===== config.mk =====
export PLATFORM = sky130hd
export DESIGN_NAME = fmul_seq_ctrl_flat
export DESIGN_NICKNAME = d
export VERILOG_FILES = /design/src/rtl/fmul_seq_ctrl_pkg.sv /design/src/rtl/fmul_seq_ctrl_if.sv /design/src/rtl/fmul_seq_ctrl.sv /design/src/flat_wrapper.sv
export SDC_FILE = /design/constraint.sdc
export NUM_CORES = 1
export LEC_CHECK = 0
export ABC_CLOCK_PERIOD_IN_PS = 4300
export CORE_UTILIZATION = 41
export DETAILED_ROUTE_END_ITERATION = 10
export GPL_TIMING_DRIVEN = 0
export PLACE_DENSITY = 0.92
export SETUP_SLACK_MARGIN = 0.2
export SLEW_MARGIN = 20
export SYNTH_ARGS = -nofsm -noshare
export SYNTH_HDL_FRONTEND = slang
export SYNTH_SLANG_ARGS = --single-unit

===== constraint.sdc =====
create_clock -name clk -period 4.3 [get_ports clk]
set_input_delay 0.645 -clock clk [delete_from_list [all_inputs] [get_ports clk]]
set_output_delay 0.645 -clock clk [all_outputs]
set_load 0.02 [all_outputs]

===== src/rtl/fmul_seq_ctrl_pkg.sv =====
// Shared definitions for the FP32 multiplier sequencer: state codes,
// FP constants and a small operand classification helper.
package fmul_pkg;

  typedef logic [2:0] state_t;

  localparam state_t S_IDLE = 3'd0;
  localparam state_t S_EXP  = 3'd1;
  localparam state_t S_BIAS = 3'd2;
  localparam state_t S_MANT = 3'd3;
  localparam state_t S_PACK = 3'd4;
  localparam state_t S_DONE = 3'd5;
  localparam state_t S_RESP = 3'd6;

  localparam logic [31:0] FP_QNAN = 32'h7FC0_0000;
  localparam logic [7:0]  FP_BIAS = 8'd127;

  // True for +0/-0 (and only those, exponent and fraction all clear)
  function automatic logic fp_is_zero(input logic [31:0] x);
    return (x[30:0] == 31'd0);
  endfunction

endpackage


===== src/rtl/fmul_seq_ctrl_if.sv =====
// Bus bundle between the sequencer, its operand producer / result consumer
// and the floatingpoint datapath.
//
// Handshake: a transfer happens on a rising edge where valid && ready are
// both high. valid must not depend on ready; once raised, the sender keeps
// valid and its data stable until the transfer. in_valid/in_a/in_b and
// out_valid/out_data/out_ovf/out_err follow this rule.
interface fmul_seq_ctrl_if;
  // upstream operand port
  logic        in_valid;
  logic        in_ready;
  logic [31:0] in_a;
  logic [31:0] in_b;
  // datapath operands and stage enables
  logic [31:0] dp_a;
  logic [31:0] dp_b;
  logic [7:0]  dp_bias;
  logic        ENXor;
  logic        NEG1;
  logic        REG2;
  logic        MAN3;
  logic        OUT4;
  logic        REG4;
  logic        DONE5;
  logic        flag;
  // datapath results
  logic        Result;
  logic        overflow;
  logic [31:0] out;
  // downstream result port
  logic        out_valid;
  logic        out_ready;
  logic [31:0] out_data;
  logic        out_ovf;
  logic        out_err;

  // sequencer side
  modport slave (
    input  in_valid, in_a, in_b, Result, overflow, out, out_ready,
    output in_ready, dp_a, dp_b, dp_bias,
           ENXor, NEG1, REG2, MAN3, OUT4, REG4, DONE5, flag,
           out_valid, out_data, out_ovf, out_err
  );

  // environment side (producer, consumer and datapath)
  modport master (
    output in_valid, in_a, in_b, Result, overflow, out, out_ready,
    input  in_ready, dp_a, dp_b, dp_bias,
           ENXor, NEG1, REG2, MAN3, OUT4, REG4, DONE5, flag,
           out_valid, out_data, out_ovf, out_err
  );
endinterface


===== src/rtl/fmul_seq_ctrl.sv =====
// Sequencer for the FP32 multiplier datapath. Accepts one operand pair,
// steps the datapath stage enables, waits (bounded) for the Result strobe
// and presents one product per accepted pair. No overlap between ops.
module fmul_seq_ctrl
  import fmul_pkg::*;
#(
  parameter logic [7:0] BIAS    = FP_BIAS,
  parameter int         TIMEOUT = 8,
  parameter int         TW      = 4
) (
  input  logic           clk,
  input  logic           rst,
  fmul_seq_ctrl_if.slave bus,
  output state_t         dbg_state
);

  state_t        state;
  state_t        state_nx;
  logic [TW-1:0] cnt;
  logic          z_r;
  logic          ovf_r;
  logic [31:0]   dp_a_r;
  logic [31:0]   dp_b_r;
  logic [31:0]   out_data_r;
  logic          out_ovf_r;
  logic          out_err_r;
  logic          tmo_hit;

  // last S_DONE cycle allowed before the op is completed as an error
  assign tmo_hit = (cnt == TW'(TIMEOUT - 1));

  // next-state decode; Result beats the timeout in the same cycle
  always_comb begin
    state_nx = state;
    case (state)
      S_IDLE:  if (bus.in_valid) state_nx = S_EXP;
      S_EXP:   state_nx = S_BIAS;
      S_BIAS:  state_nx = S_MANT;
      S_MANT:  state_nx = S_PACK;
      S_PACK:  state_nx = S_DONE;
      S_DONE:  if (bus.Result || tmo_hit) state_nx = S_RESP;
      S_RESP:  if (bus.out_ready) state_nx = S_IDLE;
      default: state_nx = S_IDLE;
    endcase
  end

  // state register
  always_ff @(posedge clk or posedge rst) begin
    if (rst) state <= S_IDLE;
    else     state <= state_nx;
  end

  // operand capture, overflow sample, timeout counter and result capture
  always_ff @(posedge clk or posedge rst) begin
    if (rst) begin
      dp_a_r     <= '0;
      dp_b_r     <= '0;
      z_r        <= 1'b0;
      ovf_r      <= 1'b0;
      cnt        <= '0;
      out_data_r <= '0;
      out_ovf_r  <= 1'b0;
      out_err_r  <= 1'b0;
    end else begin
      case (state)
        S_IDLE: begin
          if (bus.in_valid) begin
            dp_a_r <= bus.in_a;
            dp_b_r <= bus.in_b;
            z_r    <= fp_is_zero(bus.in_a) | fp_is_zero(bus.in_b);
          end
        end
        S_MANT: ovf_r <= bus.overflow;
        S_PACK: cnt <= '0;
        S_DONE: begin
          cnt <= cnt + TW'(1);
          if (bus.Result) begin
            // datapath has no zero handling, so a zero operand is fixed up here
            out_data_r <= z_r ? {dp_a_r[31] ^ dp_b_r[31], 31'd0} : bus.out;
            out_ovf_r  <= z_r ? 1'b0 : ovf_r;
            out_err_r  <= 1'b0;
          end else if (tmo_hit) begin
            out_data_r <= FP_QNAN;
            out_ovf_r  <= 1'b0;
            out_err_r  <= 1'b1;
          end
        end
        default: ;
      endcase
    end
  end

  // Moore decode of stage enables and handshake flags from state only
  always_comb begin
    bus.ENXor     = 1'b0;
    bus.NEG1      = 1'b0;
    bus.REG2      = 1'b0;
    bus.MAN3      = 1'b0;
    bus.OUT4      = 1'b0;
    bus.REG4      = 1'b0;
    bus.DONE5     = 1'b0;
    bus.flag      = 1'b0;
    bus.in_ready  = 1'b0;
    bus.out_valid = 1'b0;
    case (state)
      S_IDLE: bus.in_ready = 1'b1;
      S_EXP: begin
        bus.ENXor = 1'b1;
        bus.NEG1  = 1'b1;
      end
      S_BIAS: begin
        bus.ENXor = 1'b1;
        bus.NEG1  = 1'b1;
        bus.REG2  = 1'b1;
      end
      S_MANT: begin
        bus.ENXor = 1'b1;
        bus.MAN3  = 1'b1;
      end
      S_PACK: begin
        bus.ENXor = 1'b1;
        bus.MAN3  = 1'b1;
        bus.OUT4  = 1'b1;
        bus.REG4  = 1'b1;
      end
      S_DONE: begin
        bus.DONE5 = 1'b1;
        bus.flag  = 1'b1;
      end
      S_RESP: bus.out_valid = 1'b1;
      default: ;
    endcase
  end

  assign bus.dp_a     = dp_a_r;
  assign bus.dp_b     = dp_b_r;
  assign bus.dp_bias  = BIAS;
  assign bus.out_data = out_data_r;
  assign bus.out_ovf  = out_ovf_r;
  assign bus.out_err  = out_err_r;
  assign dbg_state    = state;

endmodule

===== src/flat_wrapper.sv =====
// flat-port wrapper written by rule: the top's interface ports become plain ports
module fmul_seq_ctrl_flat import fmul_pkg::*;
#(
  parameter logic [7:0] BIAS    = FP_BIAS,
  parameter int         TIMEOUT = 8,
  parameter int         TW      = 4
)
  (clk, rst, dbg_state, bus_in_valid, bus_in_a, bus_in_b, bus_Result, bus_overflow, bus_out, bus_out_ready, bus_in_ready, bus_dp_a, bus_dp_b, bus_dp_bias, bus_ENXor, bus_NEG1, bus_REG2, bus_MAN3, bus_OUT4, bus_REG4, bus_DONE5, bus_flag, bus_out_valid, bus_out_data, bus_out_ovf, bus_out_err);
  fmul_seq_ctrl_if bus_i ();
  input  logic clk;
  input  logic rst;
  output state_t dbg_state;
  input wire logic [$bits(bus_i.in_valid)-1:0] bus_in_valid;
  input wire logic [$bits(bus_i.in_a)-1:0] bus_in_a;
  input wire logic [$bits(bus_i.in_b)-1:0] bus_in_b;
  input wire logic [$bits(bus_i.Result)-1:0] bus_Result;
  input wire logic [$bits(bus_i.overflow)-1:0] bus_overflow;
  input wire logic [$bits(bus_i.out)-1:0] bus_out;
  input wire logic [$bits(bus_i.out_ready)-1:0] bus_out_ready;
  output wire logic [$bits(bus_i.in_ready)-1:0] bus_in_ready;
  output wire logic [$bits(bus_i.dp_a)-1:0] bus_dp_a;
  output wire logic [$bits(bus_i.dp_b)-1:0] bus_dp_b;
  output wire logic [$bits(bus_i.dp_bias)-1:0] bus_dp_bias;
  output wire logic [$bits(bus_i.ENXor)-1:0] bus_ENXor;
  output wire logic [$bits(bus_i.NEG1)-1:0] bus_NEG1;
  output wire logic [$bits(bus_i.REG2)-1:0] bus_REG2;
  output wire logic [$bits(bus_i.MAN3)-1:0] bus_MAN3;
  output wire logic [$bits(bus_i.OUT4)-1:0] bus_OUT4;
  output wire logic [$bits(bus_i.REG4)-1:0] bus_REG4;
  output wire logic [$bits(bus_i.DONE5)-1:0] bus_DONE5;
  output wire logic [$bits(bus_i.flag)-1:0] bus_flag;
  output wire logic [$bits(bus_i.out_valid)-1:0] bus_out_valid;
  output wire logic [$bits(bus_i.out_data)-1:0] bus_out_data;
  output wire logic [$bits(bus_i.out_ovf)-1:0] bus_out_ovf;
  output wire logic [$bits(bus_i.out_err)-1:0] bus_out_err;
  assign bus_i.in_valid = bus_in_valid;
  assign bus_i.in_a = bus_in_a;
  assign bus_i.in_b = bus_in_b;
  assign bus_i.Result = bus_Result;
  assign bus_i.overflow = bus_overflow;
  assign bus_i.out = bus_out;
  assign bus_i.out_ready = bus_out_ready;
  assign bus_in_ready = bus_i.in_ready;
  assign bus_dp_a = bus_i.dp_a;
  assign bus_dp_b = bus_i.dp_b;
  assign bus_dp_bias = bus_i.dp_bias;
  assign bus_ENXor = bus_i.ENXor;
  assign bus_NEG1 = bus_i.NEG1;
  assign bus_REG2 = bus_i.REG2;
  assign bus_MAN3 = bus_i.MAN3;
  assign bus_OUT4 = bus_i.OUT4;
  assign bus_REG4 = bus_i.REG4;
  assign bus_DONE5 = bus_i.DONE5;
  assign bus_flag = bus_i.flag;
  assign bus_out_valid = bus_i.out_valid;
  assign bus_out_data = bus_i.out_data;
  assign bus_out_ovf = bus_i.out_ovf;
  assign bus_out_err = bus_i.out_err;
  fmul_seq_ctrl #(.BIAS(BIAS), .TIMEOUT(TIMEOUT), .TW(TW)) u_core (.clk(clk), .rst(rst), .bus(bus_i), .dbg_state(dbg_state));
endmodule

-- After elaboration in Yosys (flattened, before gate mapping)
Index checks and enable logic that the tools add are counted.
W data, S select, Z words.
- bits in registers: 107
- word-level logic and storage cells: 55
- input port bits: 102
- mux-type cells: 21
- eq/ne operators: 10
- $add $sub $neg: 1
- reductions and logical operators: 12
- bitwise logic cells: 2
- operators by type and width (kind ; count):
    $mux W32 ; 3
    $logic_not A31 Y1 ; 2
    $pmux W3 S7 ; 1
    $mux W1 ; 13
    $eq A3 B3 Y1 const B ; 3
    $mux W3 ; 3
    $pmux W4 S2 ; 1
    $eq A3 B2 Y1 const B ; 2
    $add A4 B1 Y4 const B ; 1
    $eq A4 B3 Y1 const B ; 1
    $ne A2 B2 Y1 const B ; 2
    $reduce_and A2 Y1 ; 2
    $reduce_bool A2 Y1 ; 2
    $reduce_or A2 Y1 ; 2
    $reduce_or A4 Y1 ; 1
    $eq A3 B1 Y1 const B ; 1
    $logic_not A3 Y1 ; 1
    $reduce_and A3 Y1 ; 1
    $ne A2 B1 Y1 const B ; 1
    $logic_or A1 B1 Y1 ; 1
    $or A1 B1 Y1 ; 1
    $xor A1 B1 Y1 ; 1

-- Depth between registers and ports, before layout
Gate-level depths: netlist (run 1).
- depth in word-level cells: 4
- gate-level depth with buffers: 10

-- Least setup slack after synthesis (run 1)
Ideal clock, no wire load.
- kind: register to output
- start: register u_core.state[1] (netlist: u_core.dbg_state[1])
- end: output bus_ENXor
- path slack: 1997 ps
- arrival: 1658 ps
- cell stages (with the launch flop): 6
- buffers on the path: 2
- cell sequence: dfrtp_1 -> buf_6 -> nand2b_4 -> buf_6 -> o21ai_0 -> or2_2
- cells in the longest elaborated chain, start to end: 3
- RTL lines (item ; RTL line ; RTL):
    start, declared ; fmul_seq_ctrl.sv:17 ; state_t state;
    start signal, assigned ; fmul_seq_ctrl.sv:50 ; else state <= state_nx;
    $eq A3 B1 Y1 (tied with other cells) ; fmul_seq_ctrl.sv:105 ; case (state)
    $reduce_or A4 Y1 (no source line) * ; - ;
    $mux W1 * ; fmul_seq_ctrl.sv:105 ;
    end, declared ; flat_wrapper.sv:24 ; output wire logic [$bits(bus_i.ENXor)-1:0] bus_ENXor;
Every way passes the cells marked *; elsewhere a longest branch is shown, timed or not.

-- Worst setup path in the final report (run 1)
- start: register u_core.state[0] (netlist: u_core.dbg_state[0])
- end: output bus_ENXor
The elaborated chain is that of the path after synthesis.

==> flow_summary_export.csv, run 1 <==
group,metric,value,unit
clock_tree,numCtsBuffers,9,
sta,finalHoldViolCount,0,
worst_setup_path,path_class,"reg2out",
pwr,power_density,734,mW/mm^2
place,hpwl,9340,um
die,initial_utilization,42.0,%
worst_setup_path,required,3.65,ns
logic_synthesis,avgSynthCellArea,12.5,sq um
worst_hold_path,hold_class,"reg2reg",
cells_and_area,drive_gt1_share,19.8,%
drt,routedWlPerCell,16.0,um
die,dieHeight,107,um
clock_tree,cts-root-buf,"clkbuf_8",
worst_setup_path,arrival,2.24,ns
drt,vias,3635,
die,io-pin-count,221,
clock_tree,insertion_delay,0.35,ns
worst_setup_path,start_kind,"register",
worst_setup_path,worstPathMaxFanout,10,
logic_synthesis,synthCells,364,
sta,post-route-period-util,67.1,%
logic_synthesis,ys_types,35,
clock_tree,cts_buffer_depth,2,
drt,drtIter0Drc,189,
sta,fmaxAchievable,346,MHz
place,dp_cells,723,
clock_tree,cts_tree,"built",
global_route,grt_overflow,0,
pwr,vdd.ir_drop.worst,0.433,mV
sta,fin_skew,0.0110,ns
drt,first_pass_iters,5,
cells_and_area,antennaDiodeCount,0,
global_route,grt_max_degree,61,
logic_synthesis,yosysMostFrequentCell,"dfrtp_1",
cells_and_area,fin_nets,697,
logic_synthesis,ys_seq_area_share,59.1,%
place,gp_congestion,0.841,
global_route,antenna_found_initial,0,
clock_tree,ctsHoldBuffers,0,
logic_synthesis,ys_ff_latch,107,
clock_tree,cts_sinks,107,
drt,ant_nets,0,
logic_synthesis,synth_ff_type,"dfrtp_1",
logic_synthesis,yosys.area.top_type,"dfrtp_1",
worst_setup_path,crit_path_end_kind,"output pin",
global_route,grtUsageTotal,21.4,%
die,die_area,0.0115,sq mm
pwr,p_leak,2.90,nW
sta,fin_crit,2.89,ns
logic_synthesis,yosys-top-cells-area,"dfrtp_1 (59%), mux2_2 (16%), nand2_1 (4.7%)",
logic_synthesis,post-synth-top-area-fraction,59.1,%
logic_synthesis,synthTopCellsByCount,"dfrtp_1 (107), mux2_2 (66), nand2_1 (57)",
die,die_w,107,um
status,status,"finished, final reports clean",
drt,drc,0,
sta,tns,0,ns
drt,wl,11800,um
clock_tree,htreeDepth,3,
run,cap_violations,0,
sta,slew_violations,0,
logic_synthesis,synthesis.area,0.00453,sq mm
clock_tree,cts_setup_buffers,0,
drt,vias_per_cell,4.93,
die,rows,38,
cells_and_area,instances_no_fill,737,
logic_synthesis,ys_warn_count,0,
place,numPortBuffers,212,
sta,rsz0062_at_grt,"no",
logic_synthesis,synthArstFlopShare,100,%
logic_synthesis,synth_edf_count,0,
cells_and_area,fin_util,65.3,%
global_route,grt_pass1_wl,19000,um
pwr,p_total,5.17,mW
die,coreArea,0.0108,sq mm
clock_tree,cts_resized,0,
sta,setup_viol,0,
global_route,grt_pass1_vias,3886,
cells_and_area,area_growth,55.4,%
clock_tree,clk_pin_slew,0.09,ns
## worst max-delay path: stages (launching register included)
cell	delay (ns)
dfrtp_1	0.42
clkbuf_1	0.35
nand3b_1	0.21
o21ai_0	0.16
or2_2	0.15
clkdlybuf4s50_1	0.59
## metrics by stage
stage / setup WS, ns / cell area [sq um] / hold slack (ns)
2_1_floorplan: 0.838 / 4560 / 0.473
3_3_place_gp: -0.586 / 6850 / 0.462
3_5_place_dp: 1.81 / 6890 / 0.474
4_1_cts: 1.40 / 7040 / 0.492
5_1_grt: 1.25 / 7040 / 0.525
6_report: 1.41 / 7040 / 0.489
## cell usage in the layout, fill, tap and decap left out, types with 10 or more instances in the layout
cell type,n
clkbuf_8,10
buf_6,11
dfrtp_1,107
nand2_1,57
o21ai_1,18
nor4_1,14
mux2_2,66
clkdlybuf4s50_1,212
buf_4,10
nor2b_1,10
## state kept, by name (all words and copies together) (netlist names), 3 cells and up
| register | flops |
|---|---|
| u_core.bus.out_data | 32 |
| u_core.dbg_state | 3 |
| u_core.bus.dp_b | 32 |
| u_core.bus.dp_a | 32 |
| u_core.cnt | 4 |
## layout make-up
cell class,instances,area [sq um]
Clock buffer,12,145
Fill cell,835,3750
Clock inverter,2,13.8
Multi-Input combinational cell,230,1630
Inverter,3,16.3
Buffer,30,238
Tap cell,140,175
Timing Repair Buffer,213,2150
Sequential cell,107,2680
## logic make-up after synthesis
| family | share of synthesized area, % |
|---|---|
| simple gates | 11.2 |
| other cells | 0.166 |
| flops | 59.1 |
| fa+ha+maj | 0.276 |
| buf+inv | 5.49 |
| xor+xnor | 0.386 |
| mux | 16.6 |
| compound gates | 6.85 |
## routing by layer
layer	global-route usage, %	wire length, um	share of wire (%)
met1	23.7	4580	39
met2	38.9	6090	52
met3	5.41	896	7.6
met4	8.41	234	2.0
met5	0	0	0
## worst paths after layout
kind                                        start                       to  slack [ns]  cells after the start
max reg2reg                   u_core.dbg_state[2]      u_core.bus.dp_a[13]        2.37                      6
max in group asynchronous                     rst  u_core.bus.out_data[29]        2.98                      3
min                        u_core.bus.out_data[5]   u_core.bus.out_data[5]        0.49                      2
max                           u_core.dbg_state[0]                bus_ENXor        1.41                      5
min reg2reg                u_core.bus.out_data[5]   u_core.bus.out_data[5]        0.49                      2
min in group asynchronous                     rst       u_core.bus.dp_a[6]        0.69                      2
## power by group
part | internal, mW | switching, mW | leakage (nW) | total (mW)
Sequential | 1.50 | 0.277 | 1.30 | 1.77
Clock | 0.221 | 0.312 | 0.0823 | 0.533
Combinational | 1.49 | 1.37 | 1.51 | 2.87
Total | 3.21 | 1.96 | 2.90 | 5.17
No activity file was read; power rests on OpenSTA's default activity.
==> inputs of run 2 (changes only) <==
ABC_CLOCK_PERIOD_IN_PS = 2700   (was 4300)
clock period = 2.7 ns   (was 4.3 ns; I/O delays follow)
==> flow_summary_export.csv, run 2 (same netlist as run 1, synthesis figures left out) <==
group,metric,value,unit
drt,drtIter0Drc,179,
worst_hold_path,hold_class,"in2async",
global_route,grt_overflow,0,
worst_setup_path,arrival,1.95,ns
sta,slew_violations,0,
global_route,grt_pass1_vias,3861,
sta,post-route-period-util,87.2,%
drt,drc,0,
sta,fin_skew,0.00981,ns
cells_and_area,multi_input_area,0.00163,sq mm
cells_and_area,final_cell_mix,"clkdlybuf4s50_1 (207), dfrtp_1 (107), mux2_2 (66), nand2_1 (57), o21ai_1 (18)",
place,placed_cell_area,0.00692,sq mm
sta,relSlewSlack,65.5,%
die,rows,38,
sta,fin_crit,2.35,ns
die,dieHeight,107,um
worst_setup_path,required,2.30,ns
cells_and_area,seq_area,0.00268,sq mm
worst_setup_path,crit_path_end_kind,"output pin",
drt,vias,3685,
drt,first_pass_iters,4,
clock_tree,numCtsBuffers,9,
cells_and_area,n_fill_cell,804,
sta,rsz0062_at_grt,"no",
place,numPortBuffers,212,
pwr,power_density,1180,mW/mm^2
sta,fmaxAchievable,425,MHz
worst_setup_path,start_kind,"register",
worst_setup_path,worstPathMaxFanout,10,
place,dp_cells,725,
clock_tree,clk_pin_slew,0.10,ns
die,initial_utilization,42.0,%
drt,ant_nets,0,
clock_tree,insertion_delay,0.36,ns
clock_tree,ctsHoldBuffers,0,
pwr,power.switching,3.17,mW
clock_tree,cts_buffer_depth,2,
place,hpwl,9640,um
pwr,combinationalPowerShare,53.9,%
sta,setup_viol,0,
sta,finalHoldViolCount,0,
pwr,p_leak,2.98,nW
pwr,sw_frac_of_total,37.5,%
pwr,vdd.ir_drop.worst,0.671,mV
die,die_area,0.0115,sq mm
cells_and_area,antennaDiodeCount,0,
drt,wl,12200,um
cells_and_area,area_growth,57.6,%
global_route,grt_pass1_wl,19100,um
cells_and_area,final_common_cell,"clkdlybuf4s50_1",
clock_tree,htreeDepth,3,
sta,worst_pin_slew,0.517,ns
global_route,grtUsageTotal,21.6,%
cells_and_area,fin_nets,699,
worst_setup_path,path_class,"reg2out",
clock_tree,cts_tree,"built",
sta,whs,0.426,ns
cells_and_area,finalInstanceArea,0.00714,sq mm
clock_tree,cts_sinks,107,
die,die_w,107,um
clock_tree,cts-root-buf,"clkbuf_8",
die,coreArea,0.0108,sq mm
cells_and_area,instances_no_fill,741,
pwr,seqPwrFrac,33.5,%
global_route,grt_max_degree,35,
drt,routedWlPerCell,16.5,um
place,gp_congestion,0.820,
die,io-pin-count,221,
run,cap_violations,0,
status,status,"finished, final reports clean",
global_route,antenna_found_initial,0,
cells_and_area,drive_gt1_share,20.6,%
drt,vias_per_cell,4.97,
pwr,p_int,5.27,mW
pwr,clockPowerShare,12.6,%
sta,tns,0,ns
[run 2: routing by layer]
metal  track usage [%]  vias to the layer above  part of all wire, %
li1                  -                     1708                    -
met1              23.6                     1802                   39
met2              39.5                      156                   52
met3              5.78                       19                  7.2
met4              9.00                        0                  1.9
met5                 0                        -                    0
[run 2: power groups by stage]
stage	sequential, mW	clock [mW]	combinational (mW)
5_1_grt	2.93	1.16	4.82
2_1_floorplan	3.72	0	1.52
3_5_place_dp	2.86	0	4.60
4_1_cts	2.83	1.10	4.59
3_3_place_gp	2.80	0	4.48
6_report	2.83	1.07	4.55
[run 2: area by class of cell]
class,count,area share [%]
Buffer,30,3.35
Clock buffer,10,1.79
Clock inverter,6,1.24
Inverter,3,0.210
Multi-Input combinational cell,230,22.8
Sequential cell,107,37.5
Tap cell,140,2.45
Timing Repair Buffer,215,30.7
[run 2: what timing repair did]
item,4_1_cts,5_1_grt
endpoints found under the setup margin,4,2
buffers inserted,0,0
pin swaps,0,0
gates resized for setup,4,2
[run 2: worst max-delay path: stages (launching register included)]
cell and delay (ns):
dfrtp_1 0.41, buf_6 0.14, nand2b_4 0.13, buf_6 0.13
or2_4 0.24, inv_2 0.10, buf_4 0.11, dlygate4sd2_1 0.32
[run 2: final timing paths]
check | slack (ns) | cells past startpoint | from | to
setup / recovery | 0.35 | 7 | u_core.dbg_state[1] | bus_flag
hold reg to reg | 0.48 | 2 | u_core.bus.out_data[2] | u_core.bus.out_data[2]
hold / removal | 0.43 | 2 | rst | u_core.bus.dp_b[3]
max in group asynchronous | 1.49 | 4 | rst | u_core.bus.dp_a[21]
min in group clk | 0.48 | 2 | u_core.bus.out_data[2] | u_core.bus.out_data[2]
setup reg to reg | 0.73 | 6 | u_core.dbg_state[2] | u_core.bus.dp_a[13]
[run 2: stage by stage]
| stage | utilization [%] | power (mW) | setup slack [ns] |
|---|---|---|---|
| final | 66.2 | 8.44 | 0.345 |
| after global routing | 66.2 | 8.91 | 0.260 |
| after CTS | 66.1 | 8.53 | 0.232 |
| after detailed placement | 64.2 | 7.46 | 0.466 |
| after global placement | 63.5 | 7.28 | -0.00756 |
| after floorplan | - | 5.23 | 0.524 |
==> inputs of run 3 (changes only) <==
GPL_ROUTABILITY_DRIVEN = 0   (was default)
==> results of run 3 <==
No change in the layout: final DEF, timing and power equal those of run 2.
